### config.mk
export PLATFORM = sky130hd
export DESIGN_NAME = tagged_data_fifo
export DESIGN_NICKNAME = d
export VERILOG_FILES = /design/src/rtl/tagged_data_fifo.sv
export SDC_FILE = /design/constraint.sdc
export NUM_CORES = 1
export LEC_CHECK = 0
export BUFFER_PORTS_ARGS = -buffer_cell sky130_fd_sc_hd__buf_2
export CAP_MARGIN = 20
export CORE_ASPECT_RATIO = 0.75
export CORE_UTILIZATION = 45
export DETAILED_ROUTE_END_ITERATION = 10
export GPL_ROUTABILITY_DRIVEN = 0
export PLACE_DENSITY = 0.7
export SLEW_MARGIN = 20
export SYNTH_ARGS = -nofsm -noshare
export SYNTH_HDL_FRONTEND = slang
export SYNTH_SLANG_ARGS = --single-unit
### constraint.sdc
create_clock -name clk -period 2.7 [get_ports clk]
set_input_delay 0.27 -clock clk [delete_from_list [all_inputs] [get_ports clk]]
set_output_delay 0.27 -clock clk [all_outputs]
set_load 0.01 [all_outputs]
### src/rtl/tagged_data_fifo.sv
// First-word fall-through FIFO for {id, data} records with valid/ready on both sides.
// Optional ID filter (define TAGGED_FIFO_ID_FILTER_EN) discards non-matching records and counts them.
module tagged_data_fifo #(
    parameter int DATA_WIDTH = 8,
    parameter int ID_WIDTH   = 32,
    parameter int DEPTH      = 4
) (
    input  logic                         clk,
    input  logic                         rst,
    input  logic                         in_valid,
    output logic                         in_ready,
    input  logic [DATA_WIDTH-1:0]        in_data,
    input  logic [ID_WIDTH-1:0]          in_id,
    output logic                         out_valid,
    input  logic                         out_ready,
    output logic [DATA_WIDTH-1:0]        out_data,
    output logic [ID_WIDTH-1:0]          out_id,
    output logic [$clog2(DEPTH+1)-1:0]   count
`ifdef TAGGED_FIFO_ID_FILTER_EN
    ,
    input  logic [ID_WIDTH-1:0]          id_mask,
    input  logic [ID_WIDTH-1:0]          id_match,
    output logic [15:0]                  drop_cnt
`endif
);

    localparam int AW = $clog2(DEPTH);
    localparam int CW = $clog2(DEPTH + 1);
    localparam int RW = DATA_WIDTH + ID_WIDTH;
    localparam logic [CW-1:0] FULL_COUNT = CW'(DEPTH);

    logic [RW-1:0] mem_reg [DEPTH];
    logic [AW-1:0] wr_ptr_reg, wr_ptr_next;
    logic [AW-1:0] rd_ptr_reg, rd_ptr_next;
    logic [CW-1:0] count_reg, count_next;
    logic          push, pop, keep, store;
    logic [RW-1:0] head_rec;

    // Ready depends only on stored state so the producer never sees a combinational loop.
    assign in_ready  = (count_reg != FULL_COUNT);
    assign out_valid = (count_reg != '0);
    assign push      = in_valid & in_ready;
    assign pop       = out_valid & out_ready;

`ifdef TAGGED_FIFO_ID_FILTER_EN
    logic [15:0] drop_cnt_reg;

    assign keep     = (((in_id ^ id_match) & id_mask) == '0);
    assign drop_cnt = drop_cnt_reg;

    always_ff @(posedge clk) begin
        if (rst) begin
            drop_cnt_reg <= '0;
        end else if (push && !keep && drop_cnt_reg != 16'hFFFF) begin
            drop_cnt_reg <= drop_cnt_reg + 16'd1;
        end
    end
`else
    assign keep = 1'b1;
`endif

    // A filtered record completes its handshake but never touches storage.
    assign store = push & keep;

    always_comb begin
        wr_ptr_next = wr_ptr_reg;
        rd_ptr_next = rd_ptr_reg;
        count_next  = count_reg;
        if (store) begin
            wr_ptr_next = wr_ptr_reg + AW'(1);
        end
        if (pop) begin
            rd_ptr_next = rd_ptr_reg + AW'(1);
        end
        case ({store, pop})
            2'b10:   count_next = count_reg + CW'(1);
            2'b01:   count_next = count_reg - CW'(1);
            default: count_next = count_reg;
        endcase
    end

    always_ff @(posedge clk) begin
        if (rst) begin
            wr_ptr_reg <= '0;
            rd_ptr_reg <= '0;
            count_reg  <= '0;
        end else begin
            wr_ptr_reg <= wr_ptr_next;
            rd_ptr_reg <= rd_ptr_next;
            count_reg  <= count_next;
        end
    end

    // Storage is deliberately left uncleared by reset; emptiness masks stale contents.
    always_ff @(posedge clk) begin
        if (store) begin
            mem_reg[wr_ptr_reg] <= {in_id, in_data};
        end
    end

    // Fall-through head read: the record is visible as soon as count becomes non-zero.
    assign head_rec = mem_reg[rd_ptr_reg];
    assign out_id   = out_valid ? head_rec[RW-1:DATA_WIDTH] : '0;
    assign out_data = out_valid ? head_rec[DATA_WIDTH-1:0]  : '0;
    assign count    = count_reg;

endmodule
== Word-level counts from Yosys, hierarchy flattened ==
Memory sizes are Yosys's and may differ from the RTL's. A register that Yosys moved wholly into a read port is not among the register bits.
Cells that the tools add are included.
Operators by class
  add/sub/neg operators: 4
  muxes and demuxes: 7
  equal/unequal tests: 3
  reductions and logical operators: 2
  bitwise operators: 2
Operators by type and width (count)
  two-way mux 32 bit: 1
  two-way mux 8 bit: 1
  case mux 3 bit (2 select lines): 1
  adder 2 x 1 -> 2 bit, second input constant: 2
  two-way mux 2 bit: 2
  adder 3 x 1 -> 3 bit, second input constant: 1
  inequality test 3 bit, second input constant: 1
  nonzero test 3 bit: 1
  subtractor 3 x 1 -> 3 bit, second input constant: 1
  AND 1 bit: 2
  == test 2 x 1 -> 1 bit, second input constant: 1
  == test 2 bit, second input constant: 1
  two-way mux 1 bit: 2
  nonzero test 2 bit: 1
Storage, ports and cells
  word-level logic and storage cells: 22
  bits of input ports: 44
  output and inout port bits: 45
  bits in writable memories: 160
  register bits after elaboration: 7
  memories kept: 1
Memories
  mem_reg: words 4, bits a word 40, rd ports 1, clocked after memory_dff 1, write ports 1, line 32  | logic [RW-1:0] mem_reg [DEPTH];

== Depth between registers and ports, before layout ==
  word-level depth: 4
  mapped depth: 9
  gate-level depth less buffers: 9

== Worst setup path after synthesis ==
No wires, ideal clock.
  path kind: reg-to-reg
  start: reg count_reg[0] (netlist: count[0])
  end: mem mem_reg[0][0] (netlist name), enable pin
  path slack: 477 ps
  path buffers: 0
  clock period less this slack: 2223 ps
  stages on the path, launching flop included: 4
  data arrival time: 1822 ps
  cells stage by stage: dfxtp_1 nor2_1 a21boi_2 and2_1
Between the ends
  word-level cells in the longest chain between the ends: 4
Ends and longest elaborated chain
  start: declaration: line 35  | logic [CW-1:0] count_reg, count_next;
  start signal: assignment: line 90  | count_reg <= count_next;
  inequality test 3 bit: line 40  | assign in_ready = (count_reg != FULL_COUNT);
  AND 1 bit: line 42  | assign push = in_valid & in_ready;
  two-way mux 1 bit: line 96  | if (store) begin
  two-way mux 1 bit (not written as such): line 97  | mem_reg[wr_ptr_reg] <= {in_id, in_data};
  end: declaration: line 32
No other way between the ends.

==> reports/metrics.cfg <==
[routing]
firstDrtPassIters=4
ant_nets=0
vias_per_cell=5.079
drc=0
first_iter_violations=175
vias=3139
routedWlPerCell_um=18.68
drt-total-wl_mm=11.55

[critical_path]
crit_path_end_kind=output port
required_ns=2.43
startpoint_type=register
arrival_ns=2.12
cp_max_fo=13
critPathKind=register to output port

[clock_tree]
clk_pin_slew_ns=0.07
clk_latency_ns=0.41
cts_tree=built
cts-root-buf=clkbuf_16
post_cts_buffers=0
ctsHtreeMaxLevel=4
numCtsBuffers=17
max-clock-path-buffers=2
ctsHoldBuffers=0
post_cts_resized=0
clock_sinks=169

[placement]
io_buffers=88
dp_hpwl_mm=7.079
dp_cells=585

[finish]
drive_above_1_share_pct=41.23
final-seq-area_um2=4990
largest_register_ffs=160
multi_input_area_um2=1434
syn_to_final_growth_pct=20.32
fill_cells=1034
final_cell_mix=edfxtp_1 (160), buf_2 (88), mux4_2 (40), nor2b_1 (40), clkbuf_16 (17)
nets=459
instances_no_fill=618
layout_commonest_cell=edfxtp_1

[grt]
grt_max_degree=44
grtUsageTotal_pct=16.63
antenna_found_initial=2
grt_pass1_wl_mm=17.82
grt_pass1_vias=3375
grt_remaining_overflow=0

[floorplan]
core_um2=13930
row_count=37
die-height_um=106.3
initial_core_util_pct=46.83
die-area_um2=14990
ioPinCount=89
die_x_um=141.1

[sta]
setup_viol_count_final=0
worstMarginPinSlew_ns=0.6299
clock_skew_ns=0.008340
slew_headroom_pct=58.00
period_share_pct=88.46
rsz0062_at_grt=false
final_hold_viol_count=0
slew_viol_final=0
post-route-min-period_ns=2.388
tns_ns=0
fmax_mhz=418.7

[power]
ir_drop_v=0.0005171
power_density_nw_per_um2=975.9
leakage_nw=2.705

[run_status]
status=finished clean

[logic_synthesis]
synth_seq_cells=169
synth_warnings=0
synth_cells=308
synth_area_leaders=edfxtp_1 (74%), mux4_2 (14%), nor2b_1 (3.8%), dfxtp_1 (2.8%), ha_1 (0.96%)
syn-cell-area_um2=6526
netlist.top_cell.by_area=edfxtp_1
synth.avg_cell_area_um2=21.19
synth_top_area_share_pct=73.62
postSynthNetCount=358
ys_seq_area_share_pct=76.38
netlist-cell-type-count=23

[min_path]
hp-class=input port to register

[flow_run]
max-cap-violations=0

-- cell type report --
class / count / share of cell area (%)
clock buffers: 18 / 5.465
diodes: 1 / 0.03187
well taps: 195 / 3.107
repair buffers: 96 / 7.330
inverters: 8 / 0.3824
clock inverters: 14 / 1.880
flip-flops and latches: 169 / 63.54
multi-input cells: 117 / 18.26
-- routing by layer --
layer | GRT usage [%] | vias up | wire (µm)
met2 | 26.79 | 83 | 5663
met4 | 5.823 | 0 | 95
met1 | 21.21 | 1621 | 5229
met5 | 0 | - | 0
met3 | 5.586 | 13 | 559
li1 | - | 1422 | -
-- per-stage QoR --
| step | hold slack [ns] | area [µm²] | worst slack, ns | util [%] | power, mW |
|---|---|---|---|---|---|
| 2_1_floorplan | 0.3689 | 6526 | 0.4770 | - | 4.702 |
| 3_3_place_gp | 0.4649 | 7273 | 0.7015 | 52.20 | 5.390 |
| 3_5_place_dp | 0.4874 | 7273 | 0.6496 | 52.20 | 5.433 |
| 4_1_cts | 0.04416 | 7850 | 0.2671 | 56.33 | 7.770 |
| 5_1_grt | 0.04197 | 7850 | 0.1923 | 56.33 | 8.030 |
| 6_report | 0.06556 | 7853 | 0.3116 | 56.35 | 7.664 |
-- worst max-delay path, stage by stage (launching register included) --
cell,delay [ns]
dfxtp_4,0.52
buf_4,0.31
mux4_2,0.53
nor2b_1,0.17
buf_2,0.18
-- worst paths after layout --
kind	startpoint	to	slack [ns]	cells after the start
setup / recovery	register	out_id[31]	0.31	4
hold / removal	in_id[15]	mem_reg[2][23]	0.07	1
setup reg to reg	count[0]	count[2]	0.63	9
hold reg to reg	rd_ptr_reg[1]	register	0.49	2
-- power by group --
| part | total [mW] | leakage [nW] | switching (mW) | internal [mW] |
|---|---|---|---|---|
| Sequential | 3.33 | 1.54 | 0.163 | 3.17 |
| Clock | 2.33 | 0.272 | 0.965 | 1.37 |
| Combinational | 2.00 | 0.889 | 1.02 | 0.987 |
| Total | 7.66 | 2.70 | 2.14 | 5.52 |
-- synth_stat cells --
master and number:
a21boi_2 1, nor3_2 1, o31ai_1 1, nand2b_1 2, nor2b_1 40, a21oi_1 3
buf_6 4, and2_1 4, xor2_1 3, inv_1 8, clkbuf_1 5, fa_1 1
buf_2 5, mux2_2 1, nor2_1 8, edfxtp_1 160, o21ai_0 2, mux4_2 40
ha_1 5, mux2i_1 1, dfxtp_1 9, or3_1 2, nand2_1 2
-- logic make-up after synthesis --
logic type               Yosys count  share of synthesized area (%)
XOR/XNOR                           3                         0.4027
flip-flops                       169                          76.38
buffers and inverters             22                          1.821
AO/OA/AOI/OAI                      7                         0.6710
multiplexers                      42                          14.13
AND/OR/NAND/NOR                   59                          5.330
adder cells (fa/ha/maj)            6                          1.265
(Power assumes the default switching activity.)
